## src/rtl/mem_port_arbiter.sv

```systemverilog
// Arbitrates one single-port memory between fetch (F) and memory-stage (M) requesters.
// Optional performance counters are enabled by defining ARB_PERF_CNT_EN.
module mem_port_arbiter #(
  parameter int ADDR_W = 32,
  parameter int DATA_W = 32
`ifdef ARB_PERF_CNT_EN
  ,
  parameter int CNT_W = 16
`endif
) (
  input  logic              clk,
  input  logic              rst,
  input  logic              InstrReqF,
  input  logic [ADDR_W-1:0] InstrAddrF,
  output logic [DATA_W-1:0] InstrRdataF,
  output logic              InstrReadyF,
  input  logic              DataReqM,
  input  logic              DataWeM,
  input  logic [ADDR_W-1:0] DataAddrM,
  input  logic [DATA_W-1:0] DataWdataM,
  output logic [DATA_W-1:0] DataRdataM,
  output logic              DataReadyM,
  output logic              MemReq,
  output logic              MemWe,
  output logic [ADDR_W-1:0] MemAddr,
  output logic [DATA_W-1:0] MemWdata,
  input  logic [DATA_W-1:0] MemRdata,
  input  logic              MemAck,
  output logic              StallF,
  output logic              StallM
`ifdef ARB_PERF_CNT_EN
  ,
  output logic [CNT_W-1:0]  ConflictCnt,
  output logic [CNT_W-1:0]  BusyCnt
`endif
);

  typedef enum logic [1:0] {
    IDLE   = 2'd0,
    BUSY_I = 2'd1,
    BUSY_D = 2'd2,
    DONE   = 2'd3
  } state_t;

  state_t state_r;
  logic   starve_r;

  // M wins ties unless F was already passed over once
  logic grant_d_s;
  assign grant_d_s = DataReqM & (~InstrReqF | ~starve_r);

  assign StallF = InstrReqF & ~InstrReadyF;
  assign StallM = DataReqM & ~DataReadyM;

  // Arbitration FSM with registered memory-side and ready outputs
  always_ff @(posedge clk or negedge rst) begin
    if (!rst) begin
      state_r     <= IDLE;
      starve_r    <= 1'b0;
      MemReq      <= 1'b0;
      MemWe       <= 1'b0;
      MemAddr     <= {ADDR_W{1'b0}};
      MemWdata    <= {DATA_W{1'b0}};
      InstrRdataF <= {DATA_W{1'b0}};
      InstrReadyF <= 1'b0;
      DataRdataM  <= {DATA_W{1'b0}};
      DataReadyM  <= 1'b0;
    end else begin
      InstrReadyF <= 1'b0;
      DataReadyM  <= 1'b0;
      case (state_r)
        IDLE: begin
          if (grant_d_s) begin
            state_r  <= BUSY_D;
            MemReq   <= 1'b1;
            MemWe    <= DataWeM;
            MemAddr  <= DataAddrM;
            MemWdata <= DataWdataM;
            starve_r <= starve_r | InstrReqF;
          end else if (InstrReqF) begin
            state_r  <= BUSY_I;
            MemReq   <= 1'b1;
            MemWe    <= 1'b0;
            MemAddr  <= InstrAddrF;
            MemWdata <= {DATA_W{1'b0}};
            starve_r <= 1'b0;
          end else begin
            state_r  <= IDLE;
          end
        end
        BUSY_I: begin
          if (MemAck) begin
            MemReq      <= 1'b0;
            InstrRdataF <= MemRdata;
            InstrReadyF <= 1'b1;
            state_r     <= DONE;
          end else begin
            state_r     <= BUSY_I;
          end
        end
        BUSY_D: begin
          if (MemAck) begin
            MemReq     <= 1'b0;
            DataRdataM <= MemRdata;
            DataReadyM <= 1'b1;
            state_r    <= DONE;
          end else begin
            state_r    <= BUSY_D;
          end
        end
        DONE: begin
          // turnaround cycle lets the requester drop or change its request
          state_r <= IDLE;
        end
        default: begin
          state_r <= IDLE;
          MemReq  <= 1'b0;
        end
      endcase
    end
  end

`ifdef ARB_PERF_CNT_EN
  localparam logic [CNT_W-1:0] CNT_MAX = {CNT_W{1'b1}};
  localparam logic [CNT_W-1:0] CNT_ONE = {{(CNT_W-1){1'b0}}, 1'b1};

  // Saturating conflict and busy-cycle counters
  always_ff @(posedge clk or negedge rst) begin
    if (!rst) begin
      ConflictCnt <= {CNT_W{1'b0}};
      BusyCnt     <= {CNT_W{1'b0}};
    end else begin
      if (InstrReqF && DataReqM && (state_r == IDLE) && (ConflictCnt != CNT_MAX)) begin
        ConflictCnt <= ConflictCnt + CNT_ONE;
      end else begin
        ConflictCnt <= ConflictCnt;
      end
      if (((state_r == BUSY_I) || (state_r == BUSY_D)) && (BusyCnt != CNT_MAX)) begin
        BusyCnt <= BusyCnt + CNT_ONE;
      end else begin
        BusyCnt <= BusyCnt;
      end
    end
  end
`endif

endmodule

```

## config.mk

```make
export PLATFORM = sky130hd
export DESIGN_NAME = mem_port_arbiter
export DESIGN_NICKNAME = d
export VERILOG_FILES = /design/src/rtl/mem_port_arbiter.sv
export SDC_FILE = /design/constraint.sdc
export NUM_CORES = 1
export LEC_CHECK = 0
export ABC_AREA = 1
export ABC_CLOCK_PERIOD_IN_PS = 1500
export CORE_ASPECT_RATIO = 1.1
export CORE_UTILIZATION = 37
export CTS_BUF_LIST = sky130_fd_sc_hd__clkbuf_16
export CTS_CLUSTER_SIZE = 12
export DETAILED_ROUTE_END_ITERATION = 6
export GPL_TIMING_DRIVEN = 0
export PLACE_DENSITY_LB_ADDON = 0.2
export SYNTH_ARGS = -nofsm -noshare
export SYNTH_HDL_FRONTEND = slang
export SYNTH_SLANG_ARGS = --single-unit
```

## constraint.sdc

```tcl
create_clock -name clk -period 1.5 [get_ports clk]
set_input_delay 0.15 -clock clk [delete_from_list [all_inputs] [get_ports clk]]
set_output_delay 0.15 -clock clk [all_outputs]
set_load 0.005 [all_outputs]
```

==> impl_metrics.py <==
metrics = {
    "status": {
        "status": "finished, final reports clean",
    },
    "placement": {
        "dp_hpwl_um": 12200,
        "io_buffer_count": 266,
        "globalplace.congestion": 0.802,
        "place_area_um2": 8640,
        "place_ws_ns": -0.253,
    },
    "global_routing": {
        "grt_pass1_wl_um": 26900,
        "grtUsageTotal": 0.218,
        "antenna_found_initial": 0,
        "grt-ovfl-total": 0,
        "first_global_vias": 5135,
        "grt_max_degree": 73,
    },
    "min_path": {
        "min-delay-start": "DataReqM",
        "min_path_type": "in -> reg",
    },
    "setup_path": {
        "cp-end-kind": "primary output",
        "arrival_ns": 1.32,
        "r2r-start": "state_r[0]",
        "crit_chain": "clkdlybuf4s50_1",
        "cp_max_fo": 2,
        "worst-path-buf-inv": 1,
        "worstSetupPathType": "reg -> out",
        "cp_slowest_cell": "clkdlybuf4s50_1",
        "cp_slowest_stage_delay_ns": 0.56,
        "startpoint": "MemAddr[1]",
        "required_ns": 1.35,
        "crit_family": "buffers and inverters",
        "start_kind": "flip-flop",
    },
    "clock_tree": {
        "cts_buffers": 17,
        "clock_latency_ns": 0.42,
        "cts.sinks": 135,
        "cts_buffer_depth": 2,
        "htreeDepth": 4,
        "cts.clk_slew.worst_paths_ns": 0.06,
        "tritoncts": "built",
        "clockRootBuffer": "clkbuf_16",
    },
    "synth": {
        "synth_cells": 657,
        "syn_area_per_cell_um2": 8.68,
        "seq_area_frac_synth": 0.593,
        "syn-num-nets": 796,
        "ys_ff_latch": 135,
        "syn-cell-area_um2": 5700,
        "yosysWarnings": 0,
        "yosys.cell_types.count": 18,
    },
    "power_and_ir_drop": {
        "p_leak_nw": 4.80,
        "p_clk_frac": 0.222,
        "power.internal_mw": 12.3,
        "p_per_area_nw_per_um2": 1920,
        "p_sw_frac": 0.319,
        "peakVddDrop_mv": 0.934,
        "seq_power_share": 0.349,
        "p_sw_mw": 5.76,
        "comb_power_share": 0.429,
    },
    "sta": {
        "finalCritPeriodShare": 0.982,
        "fin_setup_tns_ns": 0,
        "maxSlewHeadroom": 0.600,
        "report.final.slew_viol_count": 0,
        "max_freq_mhz": 679,
        "fin_worst_skew_ns": 0.00642,
        "hold-worst-slack_ns": 0.172,
        "period_minus_slack_ns": 1.47,
        "tightestPinTransition_ns": 0.600,
        "finalHoldViolCount": 0,
        "setup_ws_ns": 0.0274,
        "setup_viol": 0,
    },
    "cells_and_area": {
        "final_cell_area_um2": 9410,
        "multiInputGateArea_um2": 1880,
        "drive_gt1_frac": 0.0789,
        "syn_to_final_growth_pct": 65.0,
        "final_common_cell": "nand2_1",
        "n_fill_cell": 1351,
        "utilization": 0.625,
        "layout_common_cells": "nand2_1 (263), clkdlybuf4s50_1 (246), dfrtp_1 (135), inv_1 (71), o21ai_0 (61)",
        "num-nets-final": 1090,
        "regArea_um2": 3380,
        "n_antenna_cell": 0,
    },
    "floorplanning": {
        "die-area_um2": 15900,
        "die_width_um": 120,
        "start_util": 0.379,
        "io_pins": 268,
        "rows": 47,
        "core_um2": 15100,
        "die_h_um": 132,
    },
    "route": {
        "first_pass_iters": 5,
        "wl_per_cell_um": 14.8,
        "drc_errors": 0,
        "drt_iter0_markers": 246,
        "routed_wl_um": 17100,
        "drt-vias-per-instance": 4.55,
        "drtAntennaViolNets": 0,
        "vias": 5274,
    },
    "flow_run": {
        "drv_cap": 0,
    },
}
==> sequential cells by signal (all words and copies together) (netlist names) <==
| name | cells |
|---|---|
| DataReadyM | 1 |
| MemAddr | 32 |
| MemReq | 1 |
| starve_r | 1 |
| DataRdataM | 32 |
| InstrReadyF | 1 |
| MemWe | 1 |
| state_r | 2 |
| InstrRdataF | 32 |
| MemWdata | 32 |
==> layout make-up <==
class | instances | share of cell area
sequential | 135 | 0.359
timing repair buffer | 275 | 0.298
multi-input combinational | 413 | 0.200
clock buffer | 17 | 0.0452
inverter | 72 | 0.0287
buffer | 37 | 0.0285
tap | 196 | 0.0261
clock inverter | 14 | 0.0145
==> cell usage after synthesis <==
| library cell | number | area, um2 |
|---|---|---|
| o21ai_1 | 1 | 5.00 |
| clkbuf_1 | 16 | 60.1 |
| nor2_4 | 1 | 11.3 |
| buf_4 | 10 | 75.1 |
| inv_1 | 72 | 270 |
| nor2_1 | 3 | 11.3 |
| nand3b_1 | 32 | 240 |
| o21ai_0 | 67 | 335 |
| nor2_2 | 1 | 6.26 |
| buf_1 | 1 | 3.75 |
| dfrtp_1 | 135 | 3380 |
| nand4_1 | 1 | 6.26 |
| nand2_1 | 263 | 987 |
| nand3_1 | 35 | 175 |
| a21oi_1 | 2 | 10.0 |
| buf_2 | 10 | 50.1 |
| nand2_2 | 2 | 12.5 |
| ha_1 | 5 | 62.6 |
==> per-layer routing <==
metal	track usage	share of wire
met1	0.261	0.41
met2	0.352	0.48
met5	0	0
met3	0.0947	0.10
met4	0.0693	0.017
==> logic make-up after synthesis <==
group	count (synthesis)	share of synthesized area
flops	135	0.593
fa+ha+maj	5	0.0110
compound gates	70	0.0615
buf+inv	109	0.0806
simple gates	338	0.254
==> power by group through the flow <==
stage | clock [mW] | sequential [mW] | combinational (mW)
floorplan | 0 | 6.44 | 2.59
global placement | 0 | 6.30 | 7.41
detailed placement | 0 | 6.32 | 7.51
CTS | 4.09 | 6.31 | 7.62
global route | 4.27 | 6.51 | 8.51
finish | 4.01 | 6.30 | 7.74
==> per-stage QoR <==
stage               power (mW)  std cells
CTS                       18.0       1152
floorplan                 9.03        657
global placement          13.7       1119
global route              19.3       1159
detailed placement        13.8       1120
finish                    18.0       1159
==> repair_timing <==
action                                  in CTS  in global routing
endpoints found under the setup margin     116                143
buffers inserted                             0                  4
resized for setup                           25                 55
pin swaps                                    0                  2
hold buffers                                 1                  0
gates cloned                                 0                  3
hold endpoints to repair                    63                  0
==> path summary, 6_finish.rpt <==
path,end,slack (ns),depth (start not counted)
worst max register to register,DataRdataM[16],0.10,6
worst min-delay path,MemAddr[1],0.17,4
worst max-delay path,MemAddr[1],0.03,1
worst min register to register,MemAddr[23],0.48,2
min in group asynchronous,MemWdata[22],0.30,2
max in group asynchronous,MemAddr[1],0.43,3
Note: power is estimated with default switching activity, not from simulation.
